$ cat src/rtl/fsm1_rsp.sv
// Read-responder FSM: fetches one word from the backend per initiator read and holds it until ds.
// Optional timeout/error path enabled by defining FSM1_RSP_TIMEOUT_EN.
module fsm1_rsp #(
   parameter int DW       = 8,
   parameter int MIN_WAIT = 2,
   parameter int TIMEOUT  = 16
) (
   input  logic          clock,
   input  logic          reset_n,
   input  logic          rd,
   input  logic          ds,
   output logic          ws,
   output logic [DW-1:0] rdata,
   output logic          rvalid,
   output logic          err,
   output logic [7:0]    xfer_cnt,
   output logic          be_req,
   input  logic          be_ack,
   input  logic [DW-1:0] be_data
);

   typedef enum logic [1:0] {IDLE, FETCH, HOLD, ERR} state_t;

   localparam logic [7:0] MIN_W = 8'(MIN_WAIT);
`ifdef FSM1_RSP_TIMEOUT_EN
   localparam logic [7:0] TIMEOUT_LAST = 8'(TIMEOUT - 1);
`else
   // Counter only needs to reach the acceptance threshold when no timeout exists.
   localparam logic [7:0] WCNT_SAT = 8'((MIN_WAIT < TIMEOUT) ? MIN_WAIT : TIMEOUT - 1);
`endif

   state_t     state;
   logic [7:0] wcnt;
   logic       accept;

   assign accept = be_ack && (wcnt >= MIN_W);

`ifndef FSM1_RSP_TIMEOUT_EN
   assign err = 1'b0;
`endif

   always_ff @(posedge clock or negedge reset_n) begin
      if (!reset_n) begin
         state    <= IDLE;
         wcnt     <= 8'd0;
         ws       <= 1'b0;
         rvalid   <= 1'b0;
         be_req   <= 1'b0;
         rdata    <= '0;
         xfer_cnt <= 8'd0;
`ifdef FSM1_RSP_TIMEOUT_EN
         err      <= 1'b0;
`endif
      end else begin
         case (state)
            IDLE: begin
               if (rd) begin
                  state  <= FETCH;
                  wcnt   <= 8'd0;
                  be_req <= 1'b1;
                  ws     <= 1'b1;
               end
            end
            FETCH: begin
               // An accepted ack takes priority over the timeout in the same cycle.
               if (accept) begin
                  state  <= HOLD;
                  rdata  <= be_data;
                  be_req <= 1'b0;
                  ws     <= 1'b0;
                  rvalid <= 1'b1;
               end
`ifdef FSM1_RSP_TIMEOUT_EN
               else if (wcnt == TIMEOUT_LAST) begin
                  state  <= ERR;
                  be_req <= 1'b0;
                  ws     <= 1'b0;
                  err    <= 1'b1;
               end else begin
                  wcnt <= wcnt + 8'd1;
               end
`else
               else if (wcnt < WCNT_SAT) begin
                  wcnt <= wcnt + 8'd1;
               end
`endif
            end
            HOLD: begin
               if (ds) begin
                  state    <= IDLE;
                  rvalid   <= 1'b0;
                  xfer_cnt <= xfer_cnt + 8'd1;
               end
            end
            ERR: begin
`ifdef FSM1_RSP_TIMEOUT_EN
               if (ds) begin
                  state <= IDLE;
                  err   <= 1'b0;
               end
`else
               state <= IDLE;
`endif
            end
            default: state <= IDLE;
         endcase
      end
   end

endmodule

$ cat config.mk
export PLATFORM = sky130hd
export DESIGN_NAME = fsm1_rsp
export DESIGN_NICKNAME = d
export VERILOG_FILES = /design/src/rtl/fsm1_rsp.sv
export SDC_FILE = /design/constraint.sdc
export NUM_CORES = 1
export LEC_CHECK = 0
export CAP_MARGIN = 0
export CORE_UTILIZATION = 35
export DETAILED_ROUTE_END_ITERATION = 10
export GPL_ROUTABILITY_DRIVEN = 0
export HOLD_SLACK_MARGIN = 0.06
export SYNTH_ARGS = -nofsm -noshare
export SYNTH_HDL_FRONTEND = slang
export SYNTH_SLANG_ARGS = --single-unit
$ cat constraint.sdc
create_clock -name clock -period 1.73 [get_ports clock]
set_input_delay 0.346 -clock clock [delete_from_list [all_inputs] [get_ports clock]]
set_output_delay 0.346 -clock clock [all_outputs]
set_load 0.1 [all_outputs]
# Word level (Yosys, flattened, before mapping)
# Index checks and enable logic that the tools add are counted.
[word_totals]
ff_bits = 28
out_inout_bits = 20
inputBits = 13
[classes]
n_addsub = 2
mux = 14
eq_ne = 8
n_reduce_logical = 10
order_cmp = 2
[op_table]
columns = ["op", "count"]
rows = [
  ["8-bit 2-to-1 mux", 3],
  ["8-bit by 1-bit adder with 8-bit output, second input constant", 2],
  ["8-bit one-hot mux with 2 select lines", 1],
  ["2-bit != test, second input constant", 5],
  ["3-bit AND reduction", 3],
  ["8-bit by 2-bit greater-or-equal comparator with 1-bit output, second input constant", 1],
  ["8-bit by 2-bit < comparator with 1-bit output, second input constant", 1],
  ["2-bit one-hot mux with 4 select lines", 1],
  ["2-bit 2-to-1 mux", 3],
  ["2-bit equality test, second input constant", 2],
  ["1-bit 2-to-1 mux", 4],
  ["1-bit one-hot mux with 2 select lines", 2],
  ["2-bit AND reduction", 2],
  ["4-bit AND reduction", 1],
  ["2-bit nonzero test", 2],
  ["2-bit by 1-bit equality test with 1-bit output, second input constant", 1],
  ["2-bit zero test", 1],
  ["1-bit logical AND", 1],
]

# Depth between registers and ports, before layout
[depth]
depth_word = 4
depth_mapped = 6
depth_no_buf = 5

# Least setup slack after synthesis
# No wires, ideal clock.
[synth_path]
path_kind = "reg-to-reg"
startpoint = "register xfer_cnt[0]"
endpoint = "register xfer_cnt[4]"
arrival_time_ps = 1710
required_ps = 1570
setup_slack_ps = -139
stages_incl_launch_ff = 5
period_less_slack_ps = 1869
path_cell_list = "dfrtp_1 ha_1 and4b_1 nand3_1 xnor2_1"
[synth_between]
elab_chain_cells = 1
[synth_lines]
columns = ["element", "line_no", "text"]
rows = [
  ["from (decl)", "16", "output logic [7:0] xfer_cnt,"],
  ["from (signal assigned)", "92", "xfer_cnt <= xfer_cnt + 8'd1;"],
  ["8-bit by 1-bit adder with 8-bit output", "92", ""],
]
# No other way between the ends.
# A chain may end at the register's enable or synchronous reset.

# Worst setup path in the final report
[layout_path]
startpoint = "register wcnt[0]"
endpoint = "register rdata[1]"
[layout_between]
elab_chain_cells = 3
[layout_lines]
columns = ["element", "line_no", "text"]
rows = [
  ["from (decl)", "33", "logic [7:0] wcnt;"],
  ["from (signal assigned)", "84", "wcnt <= wcnt + 8'd1;"],
  ["8-bit by 2-bit greater-or-equal comparator with 1-bit output", "36", "assign accept = be_ack && (wcnt >= MIN_W);"],
  ["1-bit logical AND", "36", ""],
  ["2-bit AND reduction (no line)", "-", ""],
  ["to (signal assigned)", "68", "rdata <= be_data;"],
  ["to (decl)", "13", "output logic [DW-1:0] rdata,"],
]
# No other way between the ends.

==> flow_summary.json <==
{
  "route.final.wire_length_um": 2417,
  "clock_tree.htree_level_count": 1,
  "dpl.hpwl_um": 1782,
  "initial_antenna_violation_count": 0,
  "yosys_warnings": 0,
  "count_of_endpoints_failing_setup_in_the_final_report": 0,
  "io_buffers": 31,
  "timing.critical_path.buf_inv": 2,
  "synthCells": 96,
  "library_cell_contributing_the_largest_single_delay_on_the_critical_path": "dfrtp_1",
  "worst_clock_skew_ns": 0.01169,
  "pin_count": 33,
  "die_area_mm2": 0.003811,
  "worst_ep_arrival_time_ns": 1.92,
  "rsz0062_at_grt": "true",
  "finish.cell_count_without_fillers": 179,
  "antenna-diode-count": 0,
  "insertion_delay_ns": 0.32,
  "finalMaxSlewViolations": 0,
  "drcViolationCount": 0,
  "status": "complete, no violations",
  "clk_pin_slew_worst_paths_ns": 0.15,
  "dr.pass1.iters": 3,
  "initial_utilization_pct": 36.84,
  "worst_path_fanout_max": 5,
  "final_period_minus_worst_setup_slack_ns": 1.694,
  "mappedNetlistNets": 112,
  "number_of_cell_rows": 21,
  "drv_cap": 0,
  "dominantRegCellSynth": "dfrtp_1",
  "global_route_wire_length_before_repair_um": 3870,
  "cells_traversed_along_the_worst_timing_path": "inv_1 > ha_2 > nor4_4 > a211oi_4 > clkbuf_16 > mux2_4",
  "dp_cells": 174,
  "worst-endpoint-required_ns": 1.96,
  "final_layout_size_suffix_gt1_share_pct": 34.59,
  "timing.final.ws_setup_ns": 0.03644,
  "critPathMaxStageDelay_ns": 0.44,
  "die_h_um": 61.73,
  "worstSetupStartpointType": "flop",
  "timing.hold.worst.class": "in -> async",
  "finalCritPeriodShare_pct": 97.89,
  "drt-initial-drc-count": 17,
  "number_of_enable_flip_flop_cells_after_synthesis": 0,
  "yosysUniqueCellTypes": 33,
  "number_of_global_route_vias_before_repair": 865,
  "cts_tree": "built",
  "routed_via_density": 4.721,
  "floorplan.core_area_mm2": 0.003390,
  "grtUsageTotal_pct": 13.73,
  "floorplan.die.width_um": 61.73,
  "clkSinkCount": 28,
  "cts_buffers": 3,
  "synth_area_per_cell_um2": 13.01,
  "critical-path-top-delay-family": "flip-flops",
  "drt.antenna.violating_nets": 0,
  "synth-seq-area-share_pct": 56.11,
  "grt_max_degree": 29,
  "finish.net_count": 150,
  "overflow": 0,
  "root_buffer": "clkbuf_4",
  "wl_per_cell_um": 13.50,
  "worst_setup_path_end_kind": "flop",
  "timing_hold_violations_final": 0,
  "routed-via-count": 845,
  "post-place-ws_ns": -0.07023,
  "synth_area_mm2": 0.001249,
  "syn_to_final_growth_pct": 53.11,
  "synth-seq-cells": 28,
  "synth-async-reset-ratio_pct": 100.0,
  "fmax_mhz": 590.5,
  "max-clock-path-buffers": 2,
  "path_class": "reg -> reg"
}
[sequential cells by signal, summed over array words and instances, names as in the netlist]
name	flops
rdata	8
wcnt	8
xfer_cnt	8
state	2
be_req	1
rvalid	1
[stage by stage]
step                hold WS (ns)  setup TNS (ns)  area (um2)  util, %
floorplan                0.05041               0        1251        -
global placement          0.4967        -0.03029        1829    53.97
global route              0.4003        -0.05377        1912    56.40
finish                    0.3777               0        1912    56.40
detailed placement        0.5030         -0.3217        1829    53.97
CTS                       0.3813               0        1882    55.52
[kinds of logic (layout without fill, tap and decap cells)]
family	after synthesis	after routing	synth area share [%]
and+or+nand+nor	33	33	17.64
DFF	28	28	56.11
muxes	10	10	11.02
AOI/OAI and AO/OA	7	7	3.707
xor gates and xnor gates	7	7	4.910
buffers and inverters	7	44	3.306
adders and majority gates	3	3	3.006
other	1	1	0.3003
[worst register-to-register path, cell delays in order, from the launching register on]
cell and delay [ns]:
dfrtp_1 0.44, inv_1 0.08, ha_2 0.21, nor4_4 0.05, a211oi_4 0.31, clkbuf_16 0.22
mux2_4 0.30
[Yosys cell counts (2+ instances only)]
cell type / count / share of area (%)
nand4_1: 3 / 1.5
ha_1: 3 / 3.0
xnor2_1: 3 / 2.1
nor3_1: 4 / 1.6
nor4_4: 2 / 3.4
nand3_1: 3 / 1.2
xor2_1: 4 / 2.8
mux2_4: 7 / 8.4
mux2_2: 2 / 1.8
o21ai_0: 4 / 1.6
dfrtp_1: 28 / 56
and2_1: 4 / 2.0
nand2_1: 6 / 1.8
inv_1: 3 / 0.90
buf_4: 2 / 1.2
[layout make-up]
cell class,count,area [um2]
Tap cell,46,57.56
Clock buffer,3,22.52
Multi-Input combinational cell,61,520.5
Timing Repair Buffer,37,566.8
Inverter,3,11.26
Sequential cell,28,703.2
Clock inverter,1,30.03
Fill cell,272,1478
[final timing paths]
path                         start           to  slack [ns]  cells past startpoint
max reg2reg                wcnt[0]     rdata[1]        0.04                      6
max in group asynchronous  reset_n  xfer_cnt[0]        1.06                      2
min in group clock         wcnt[0]      wcnt[0]        0.52                      1
min reg2reg                wcnt[0]      wcnt[0]        0.52                      1
max                        wcnt[0]     rdata[1]        0.04                      6
min                        reset_n     state[0]        0.38                      2
[what timing repair did]
item	4_1_cts	5_1_grt
buffers inserted	0	0
hold buffers	0	0
setup endpoints to repair	0	8
resized for setup	0	4
[layout by cell type, fill, tap and decap left out, types with 2 or more instances in the layout]
cell,instances
nand3_1,3
clkbuf_4,3
xnor2_1,3
ha_1,2
inv_1,3
dfrtp_1,26
dfrtp_2,2
nand2_1,6
nor4_4,2
mux2_4,8
xor2_1,4
o21ai_0,4
buf_12,19
buf_4,4
clkdlybuf4s50_1,12
nand4_1,3
nor3_1,4
and2_1,4
[layer usage]
| metal | GRT usage (%) | vias to the layer above | share of wire [%] |
|---|---|---|---|
| li1 | - | 405 | - |
| met1 | 18.99 | 423 | 45 |
| met2 | 21.66 | 15 | 51 |
| met3 | 2.070 | 2 | 3.0 |
| met4 | 5.714 | 0 | 0.79 |
| met5 | 0 | - | 0 |
Power is not shown: default switching activity piles up to over one toggle a cycle in this logic, so the estimate is an artifact.
